===== src/rtl/pipe_ctrl_pkg.sv =====
// Shared types and constants for the pipeline hazard sequencer.
package pipe_ctrl_pkg;

    typedef enum logic [1:0] {
        StRun      = 2'd0,
        StMemWait  = 2'd1,
        StRedirect = 2'd2
    } state_e;

    localparam logic [4:0] REG_ZERO = 5'd0;

endpackage


===== src/rtl/hazard_detect.sv =====
// Combinational load-use detector: a load in EX whose destination is read by the
// instruction in ID.
module hazard_detect
    import pipe_ctrl_pkg::*;
(
    input  logic [4:0] rs1_id,
    input  logic [4:0] rs2_id,
    input  logic       use_rs1_id,
    input  logic       use_rs2_id,
    input  logic [4:0] rd_ex,
    input  logic       memtoreg_ex,
    input  logic       wb_reg_file_ex,
    output logic       load_use
);

    logic rs1_hit;
    logic rs2_hit;

    always_comb begin
        rs1_hit  = use_rs1_id && (rs1_id == rd_ex);
        rs2_hit  = use_rs2_id && (rs2_id == rd_ex);
        // x0 is never a real dependency
        load_use = memtoreg_ex && wb_reg_file_ex && (rd_ex != REG_ZERO) &&
                   (rs1_hit || rs2_hit);
    end

endmodule


===== src/rtl/pipe_hazard_ctrl.sv =====
// Stall/flush sequencer for the 5-stage pipeline: freezes on data-memory wait, redirects on
// mispredict, inserts one bubble on load-use, and counts stalls and redirects.
module pipe_hazard_ctrl
    import pipe_ctrl_pkg::*;
#(
    parameter int unsigned FLUSH_CYCLES = 1,
    parameter int unsigned CNT_W        = 32
) (
    input  logic             clk,
    input  logic             rst,
    input  logic [4:0]       rs1_id,
    input  logic [4:0]       rs2_id,
    input  logic             use_rs1_id,
    input  logic             use_rs2_id,
    input  logic [4:0]       rd_ex,
    input  logic             memtoreg_ex,
    input  logic             wb_reg_file_ex,
    input  logic             mispredict_ex,
    input  logic             dmem_req_mem,
    input  logic             dmem_ready,
    output logic             pc_en,
    output logic             ifid_en,
    output logic             idex_en,
    output logic             exmem_en,
    output logic             memwb_en,
    output logic             ifid_flush,
    output logic             idex_flush,
    output logic             redirect,
    output logic [CNT_W-1:0] stall_cnt,
    output logic [CNT_W-1:0] flush_cnt
);

    localparam int unsigned RcW = (FLUSH_CYCLES > 1) ? $clog2(FLUSH_CYCLES) : 1;
    localparam logic [RcW-1:0] RcLoad = RcW'(FLUSH_CYCLES - 1);

    state_e           state_q, state_d;
    logic [RcW-1:0]   rc_q, rc_d;
    logic [CNT_W-1:0] stall_cnt_q, stall_cnt_d;
    logic [CNT_W-1:0] flush_cnt_q, flush_cnt_d;
    logic             load_use;
    logic             mem_wait;
    logic             in_redirect;

    hazard_detect u_hazard_detect (
        .rs1_id         (rs1_id),
        .rs2_id         (rs2_id),
        .use_rs1_id     (use_rs1_id),
        .use_rs2_id     (use_rs2_id),
        .rd_ex          (rd_ex),
        .memtoreg_ex    (memtoreg_ex),
        .wb_reg_file_ex (wb_reg_file_ex),
        .load_use       (load_use)
    );

    always_comb begin
        pc_en       = 1'b1;
        ifid_en     = 1'b1;
        idex_en     = 1'b1;
        exmem_en    = 1'b1;
        memwb_en    = 1'b1;
        ifid_flush  = 1'b0;
        idex_flush  = 1'b0;
        redirect    = 1'b0;
        state_d     = StRun;
        rc_d        = rc_q;
        flush_cnt_d = flush_cnt_q;

        mem_wait    = dmem_req_mem && !dmem_ready;
        // A freeze entered from REDIRECT keeps the remaining count and resumes it afterwards
        in_redirect = (state_q == StRedirect) || ((state_q == StMemWait) && (rc_q != '0));

        if (mem_wait) begin
            pc_en    = 1'b0;
            ifid_en  = 1'b0;
            idex_en  = 1'b0;
            exmem_en = 1'b0;
            memwb_en = 1'b0;
            state_d  = StMemWait;
        end else if (mispredict_ex) begin
            redirect    = 1'b1;
            ifid_flush  = 1'b1;
            idex_flush  = 1'b1;
            rc_d        = RcLoad;
            state_d     = (FLUSH_CYCLES > 1) ? StRedirect : StRun;
            flush_cnt_d = flush_cnt_q + CNT_W'(1);
        end else if (in_redirect) begin
            ifid_flush = 1'b1;
            rc_d       = rc_q - RcW'(1);
            state_d    = (rc_q == RcW'(1)) ? StRun : StRedirect;
        end else if (load_use) begin
            pc_en      = 1'b0;
            ifid_en    = 1'b0;
            idex_flush = 1'b1;
        end

        if (rst) begin
            pc_en      = 1'b0;
            ifid_en    = 1'b0;
            idex_en    = 1'b0;
            exmem_en   = 1'b0;
            memwb_en   = 1'b0;
            ifid_flush = 1'b0;
            idex_flush = 1'b0;
            redirect   = 1'b0;
        end

        stall_cnt_d = pc_en ? stall_cnt_q : stall_cnt_q + CNT_W'(1);
    end

    always_ff @(posedge clk or posedge rst) begin
        if (rst) begin
            state_q     <= StRun;
            rc_q        <= '0;
            stall_cnt_q <= '0;
            flush_cnt_q <= '0;
        end else begin
            state_q     <= state_d;
            rc_q        <= rc_d;
            stall_cnt_q <= stall_cnt_d;
            flush_cnt_q <= flush_cnt_d;
        end
    end

    assign stall_cnt = stall_cnt_q;
    assign flush_cnt = flush_cnt_q;

endmodule


===== config.mk =====
export PLATFORM = sky130hd
export DESIGN_NAME = pipe_hazard_ctrl
export DESIGN_NICKNAME = d
export VERILOG_FILES = /design/src/rtl/pipe_ctrl_pkg.sv /design/src/rtl/hazard_detect.sv /design/src/rtl/pipe_hazard_ctrl.sv
export SDC_FILE = /design/constraint.sdc
export NUM_CORES = 1
export LEC_CHECK = 0
export ABC_AREA = 1
export ABC_CLOCK_PERIOD_IN_PS = 2950
export CORE_UTILIZATION = 53
export CTS_BUF_LIST = sky130_fd_sc_hd__clkbuf_8
export DETAILED_ROUTE_END_ITERATION = 10
export PLACE_DENSITY = 0.86
export SKIP_LAST_GASP = 1
export SYNTH_ARGS = -nofsm -noshare
export SYNTH_HDL_FRONTEND = slang
export SYNTH_SLANG_ARGS = --single-unit

===== constraint.sdc =====
create_clock -name clk -period 2.95 [get_ports clk]
set_input_delay 0.59 -clock clk [delete_from_list [all_inputs] [get_ports clk]]
set_output_delay 0.59 -clock clk [all_outputs]
set_load 0.05 [all_outputs]

==> metrics.csv <==
stage,metric,value,unit
routing,initial DRC count,227,
clock_tree,clk root buf,clkbuf_8,
place,DP Wirelength,8.51,mm
routing,Routed Antenna Nets,0,
floorplan,die height,92.0,um
global_route,first-pass GRT wire length,19.1,mm
clock_tree,post-CTS sizing,0,
global_route,largest net degree at the start of global routing,42,
synth,proportion of synthesized area in mux cells,0,%
global_route,GR Util All Layers,28.3,%
layout,"Cell Count, Final, Fillers Out",830,
clock_tree,CTS sink cnt,67,
layout,Fill cells,639,
worst_setup_path,CP peak stage delay,0.52,ns
routing,Routed WL per cell,13.5,um
worst_hold_path,Tightest Hold Check Type,register to register,
floorplan,row count,32,
place,GP Congestion,0.921,
clock_tree,Num CTS Buffers,9,
worst_setup_path,Arrival @ worst endpoint,2.03,ns
place,post-placement cell count,814,
floorplan,Initial Util,55.3,%
floorplan,Die X,92.0,um
routing,DRC viols,0,
sta,actual slew at the worst max-slew pin,0.598,ns
clock_tree,htree depth,3,
synth,complex-gate fraction of the synthesized area,0.844,%
power_and_ir_drop,Max IR drop VDD,0.803,mV
floorplan,die area,8470,um2
sta,final worst-path cycle share,88.8,%
power_and_ir_drop,Leak,2.66,nW
layout,layout cells sized above 1,8.65,%
synth,synth unique cells,29,
clock_tree,Worst-Skew Late Latency,0.35,ns
synth,post-synthesis sequential area ratio,39.0,%
global_route,initial antenna violation count,0,
sta,Worst Clk Skew,0.0108,ns
synth,average size of a mapped cell,6.89,um2
power_and_ir_drop,Pwr Density,497,nW/um2
synth,number of synthesized flops with an enable pin,0,
worst_setup_path,Worst EP required,2.36,ns
floorplan,Ports,96,
sta,sum of negative setup slack,0,ns
worst_setup_path,Bufs and invs on worst path,4,
routing,vias per inst,5.22,
global_route,GRT Residual Overflow,0,
worst_setup_path,"Max FO, Critical Path",3,
sta,Max Slew Vio Count,0,
synth,Synth Flop Type,dfrtp_1,
clock_tree,cts-stage hold buffer count,0,
clock_tree,CTS tree,done,
sta,RSZ-0062 raised after global routing,false,
worst_setup_path,Setup Crit Path Kind,input pin to output port,
global_route,vias in the first global route,4120,
layout,final net count,749,
synth,YS warnings,0,
outcome,outcome,completed,
synth,XOR/XNOR share of the synthesized area,7.95,%
synth,Netlist Area Pre-Place,4300,um2
clock_tree,Max Root-Sink Buffers,2,
routing,via count,4332,
worst_setup_path,startpoint types,input pin,
routing,Initial DRT Pass Iterations,5,
layout,area delta synth->final,31.3,%
sta,Tmin final,2.62,ns
synth,largest family of logic cells by synthesized area,simple AND/OR/NAND/NOR gates,
clock_tree,Clock transition at path regs,0.07,ns
worst_setup_path,most frequent CP cell,nand2_1,
worst_setup_path,Critical-path top delay cell,clkdlybuf4s50_1,
worst_setup_path,R2R Setup Slk,1.17,ns
sta,Fmax,0.382,GHz
synth,Post-Syn Nets,650,
routing,Routed WL,11.2,mm
synth,Yosys reg bits,67,
floorplan,core box area,7770,um2
synth,Post-Synth Simple-Gate Area,44.0,%
synth,Cells after Synth,624,
place,Buffers on Ports,95,
synth,asr flop ratio synth,100,%
sta,Final Hold Viols,0,
clock_tree,setup bufs post-CTS,0,
synth,Adder-Cell Fraction of Synth Area,0.582,%
worst_setup_path,Worst Setup End Kind,output port,
sta,Slew headroom,60.1,%
worst_setup_path,crit-path cells,clkdlybuf4s50_1 > inv_2 > nand2_1 > nand2_1 > nor2_1 > nand3_1 > nand2_1 > nand3_2 > nand2_2 > inv_1 > buf_4,
worst_setup_path,Crit path max-delay family,buffers and inverters,
sta,# setup viols final,0,
job,max cap viols,0,
layout,Diodes inserted,0,
tightest hold or removal path, delay by kind of cell (launching register included):
| family | cells | cell delay (ns) |
|---|---|---|
| AND/OR/NAND/NOR | 1 | 0.06 |
| AO/OA/AOI/OAI | 1 | 0.06 |
| flip-flops | 1 | 0.37 |
sequential cells by signal (all words and copies together), names as in the netlist:
signal	count
flush_cnt	32
stall_cnt	32
state_q	2
rc_q	1
synth_stat cells (6+ instances only):
| master | count | area share [%] |
|---|---|---|
| nand3b_1 | 7 | 1.2 |
| buf_4 | 6 | 1.0 |
| nor2_2 | 8 | 1.2 |
| xor2_1 | 28 | 5.7 |
| inv_1 | 63 | 5.5 |
| nand2_1 | 242 | 21 |
| dfrtp_1 | 67 | 39 |
| nand4_1 | 11 | 1.6 |
| xnor2_1 | 11 | 2.2 |
| nor2_1 | 65 | 5.7 |
| nand3_1 | 61 | 7.1 |
| inv_2 | 6 | 0.52 |
| nor3_1 | 17 | 2.0 |
layout by cell type (no fill, tap or decap), types with 5 or more instances in the layout:
cell / n
buf_12: 7
nor3_1: 17
nor2_2: 9
inv_2: 7
xnor2_1: 11
clkdlybuf4s50_1: 87
inv_1: 62
nor3_2: 5
nand3_1: 61
nor2_1: 64
dfrtp_1: 67
xor2_1: 28
clkbuf_8: 10
buf_4: 6
nand2_1: 242
nand4_1: 11
nand3b_1: 7
cell families (layout without fill, tap and decap cells):
| family | count (synthesis) | count (layout) |
|---|---|---|
| xor gates and xnor gates | 39 | 39 |
| AOI/OAI and AO/OA | 6 | 6 |
| and+or+nand+nor | 429 | 429 |
| buffers and inverters | 81 | 185 |
| DFF | 67 | 67 |
| adders and majority gates | 2 | 2 |
path summary, 6_finish.rpt:
check                             start  cells past startpoint       endpoint
max                            rd_ex[3]                     11          pc_en
min                                rc_q                      2           rc_q
max reg2reg                stall_cnt[0]                     10  stall_cnt[28]
min reg2reg                        rc_q                      2           rc_q
max in group asynchronous           rst                      3  stall_cnt[16]
min in group asynchronous           rst                      2   stall_cnt[4]
routing by layer:
metal | GRT usage [%] | part of all wire (%) | vias up
met5 | 0 | 0 | -
met4 | 11.6 | 2.9 | 0
met3 | 5.47 | 6.9 | 30
met2 | 46.4 | 47 | 175
met1 | 36.7 | 43 | 1981
li1 | - | - | 2146
report_power, final:
group	total (mW)	internal [mW]	leakage (nW)	switching, mW
logic	0.798	0.277	1.66	0.521
registers	1.13	1.00	0.894	0.129
clock network	0.878	0.499	0.108	0.379
area by class of cell:
class / instances / area [um2] / area share, %
Clock inverter: 6 / 88.8 / 1.57
Timing Repair Buffer: 100 / 1060 / 18.7
Inverter: 69 / 259 / 4.59
Sequential cell: 67 / 1680 / 29.7
Tap cell: 102 / 128 / 2.26
Multi-Input combinational cell: 476 / 2290 / 40.7
Clock buffer: 10 / 138 / 2.44
metrics by stage:
step	power, mW	utilization, %	setup slack, ns	hold WS (ns)	instance area [um2]
global route	2.92	72.6	0.240	0.544	5640
global placement	1.92	69.7	0.417	0.493	5410
CTS	2.81	72.6	0.344	0.523	5640
detailed placement	1.94	69.7	0.345	0.507	5410
finish	2.80	72.6	0.329	0.519	5640
floorplan	1.65	-	0.352	0.468	4300
Power figures use the tool's default switching activity.
==> variant: new RTL, config.mk and constraints unchanged <==
Encoding of `state_e`: now one-hot (3 bits for 3 states).
--- a/src/rtl/pipe_ctrl_pkg.sv
+++ b/src/rtl/pipe_ctrl_pkg.sv
@@ -2,8 +2,8 @@
 package pipe_ctrl_pkg;
 
-    typedef enum logic [1:0] {
-        StRun      = 2'd0,
-        StMemWait  = 2'd1,
-        StRedirect = 2'd2
+    typedef enum logic [2:0] {
+        StRun      = 3'b001,
+        StMemWait  = 3'b010,
+        StRedirect = 3'b100
     } state_e;
 
Behaviour: same outputs for any inputs over 10 cycles, from zero or initial values and one cycle with rst high; not proved beyond that.
==> variant against the original RTL <==
- sequential cell count increased by 1
- wire length increased by 4.3%
- cell area decreased by 0.40%
- count of clock-buffer cells in the layout decreased by 1
- die area increased by 0.72%
- power decreased by 1.7%
- setup slack improved by 0.028 ns
- clock skew increased by 0.0029 ns
- synthesized area increased by 0.73%
- hold slack about the same
- critical path type unchanged
- largest cell class unchanged
==> variant: results (changes against the original RTL) <==
The run finished with clean final reports. The run gives 8.89 mm (+4.5%) as the placed wire-length estimate. The run gives 4358 (+0.60%) as the number of vias in the routed layout. The tools report the final-stage net count as 740 (-1.2%).

Share of post-route cells with drive strength above 1: 9.60% (+0.94 points). The number of fill cells in the layout is 627 (-1.9%), and the largest fanout on the critical path is 5 (+2). The maximum number of pins on one net before global-route repair is 49 (+17%), and the worst vdd rail ir drop is 0.570 mV (-29%).

The tools report the wire length of the first global-routing pass as 19.6 mm (+2.7%). The tools report the capturing point of the worst reg2reg path as stall_cnt[30]$_DFFE_PP0N_. Critical path startpoint: rd_ex[0]. The tools report the count of distinct cell types in the synthesized netlist as 31 (+6.9%). Post-route worst hold slack: 0.519 ns (-0.000440 ns). The relative slew slack came out at 63.9% (+3.8 points). The clock tree skew after final layout is 0.0137 ns (+0.00293 ns), and the number of cell instances on the worst register-to-register path is 12 (+2). In this run the worst setup path terminates at pc_en.

Static leakage power: 2.63 nW (-1.1%). The weighted congestion at the end of routability-driven global placement was 0.963 (+4.6%). Yosys attributes the largest share of cell area to sky130_fd_sc_hd__dfrtp_1 (39%), sky130_fd_sc_hd__nand2_1 (20%), sky130_fd_sc_hd__nand3_1 (6.5%). The DRC violation total after the first TritonRoute iteration was 243 (+7.0%); the setup slack on the worst flop-to-flop path was 1.03 ns (-0.14 ns). The routed length per placed instance is 14.2 um (+5.4%), and the data arrival time at the worst-slack endpoint is 2.00 ns (-0.03 ns).

The buffer levels on the longest clock path is 2 (unchanged), and the clock-pin transition on the worst setup and hold timing paths is 0.09 ns (+0.02 ns). Ranked by instance count, the synthesized netlist is headed by sky130_fd_sc_hd__nand2_1 (236), sky130_fd_sc_hd__dfrtp_1 (67), sky130_fd_sc_hd__nor2_1 (66), sky130_fd_sc_hd__nand3_1 (56), sky130_fd_sc_hd__inv_1 (52). The tools report the internal power contribution as 1.69 mW (-4.9%).

The number of buffers created by CTS was 9 (unchanged); the portion of the post-synthesis area used by sequential elements was 39.3% (+0.33 points). The logs give 0 (unchanged) for the Yosys warning count and 29.2% (+0.85 points) for the overall track demand over capacity in global routing. The run gives 642 (-1.2%) as the net count after synthesis.
## variant: worst min path at each step
stage	to	startpoint
floorplan	rc_q$_DFFE_PP0N_	rc_q$_DFFE_PP0N_
global placement	flush_cnt[31]$_DFFE_PP0P_	flush_cnt[31]$_DFFE_PP0P_
detailed placement	flush_cnt[31]$_DFFE_PP0P_	flush_cnt[31]$_DFFE_PP0P_
CTS	flush_cnt[31]$_DFFE_PP0P_	flush_cnt[31]$_DFFE_PP0P_
global route	flush_cnt[31]$_DFFE_PP0P_	flush_cnt[31]$_DFFE_PP0P_
finish	flush_cnt[31]$_DFFE_PP0P_	flush_cnt[31]$_DFFE_PP0P_
## variant: area by class of cell
class / instances / area share [%]
multi-input combinational: 468 / 40.7
sequential: 68 / 30.3
timing repair buffer: 99 / 18.7
inverter: 68 / 4.54
tap: 102 / 2.27
clock buffer: 9 / 2.20
clock inverter: 7 / 1.31
## variant: cell families after synthesis
logic type	count (synthesis)	share of synthesized area, %
and+or+nand+nor	420	43.1
adders and majority gates	2	0.578
DFF	68	39.3
buffers and inverters	80	7.83
xor gates and xnor gates	42	8.50
AOI/OAI and AO/OA	4	0.607
## variant: power groups by stage
stage / combinational, mW / clock (mW) / sequential, mW
6_report: 0.813 / 0.796 / 1.15
4_1_cts: 0.819 / 0.796 / 1.15
5_1_grt: 0.860 / 0.830 / 1.16
3_5_place_dp: 0.817 / 0 / 1.16
3_3_place_gp: 0.799 / 0 / 1.15
2_1_floorplan: 0.262 / 0 / 1.41
## variant: stage by stage
step                setup WS, ns  instance area [um^2]  cells  utilization [%]
global placement           0.405                  5420    805             69.4
finish                     0.357                  5620    821             72.0
floorplan                  0.467                  4330    616                -
CTS                        0.368                  5620    821             72.0
detailed placement         0.374                  5420    805             69.4
global route               0.243                  5620    821             72.0
## variant: metal layers
layer  up-vias  part of all wire (%)  global-route usage, %
li1       2109                     -                      -
met1      2036                    40                   35.0
met2       171                    50                   50.7
met3        42                   5.9                   4.52
met4         0                   3.8                   14.7
met5         -                     0                      0
## variant: worst max-delay path, cell delays in order
cell	delay, ns
sky130_fd_sc_hd__clkdlybuf4s50_1	0.54
sky130_fd_sc_hd__inv_1	0.06
sky130_fd_sc_hd__nand2_1	0.05
sky130_fd_sc_hd__nand2_1	0.05
sky130_fd_sc_hd__nor2_1	0.10
sky130_fd_sc_hd__nand3_1	0.08
sky130_fd_sc_hd__nand2_1	0.10
sky130_fd_sc_hd__nand3_2	0.13
sky130_fd_sc_hd__nand2_4	0.09
sky130_fd_sc_hd__inv_2	0.04
sky130_fd_sc_hd__buf_4	0.18
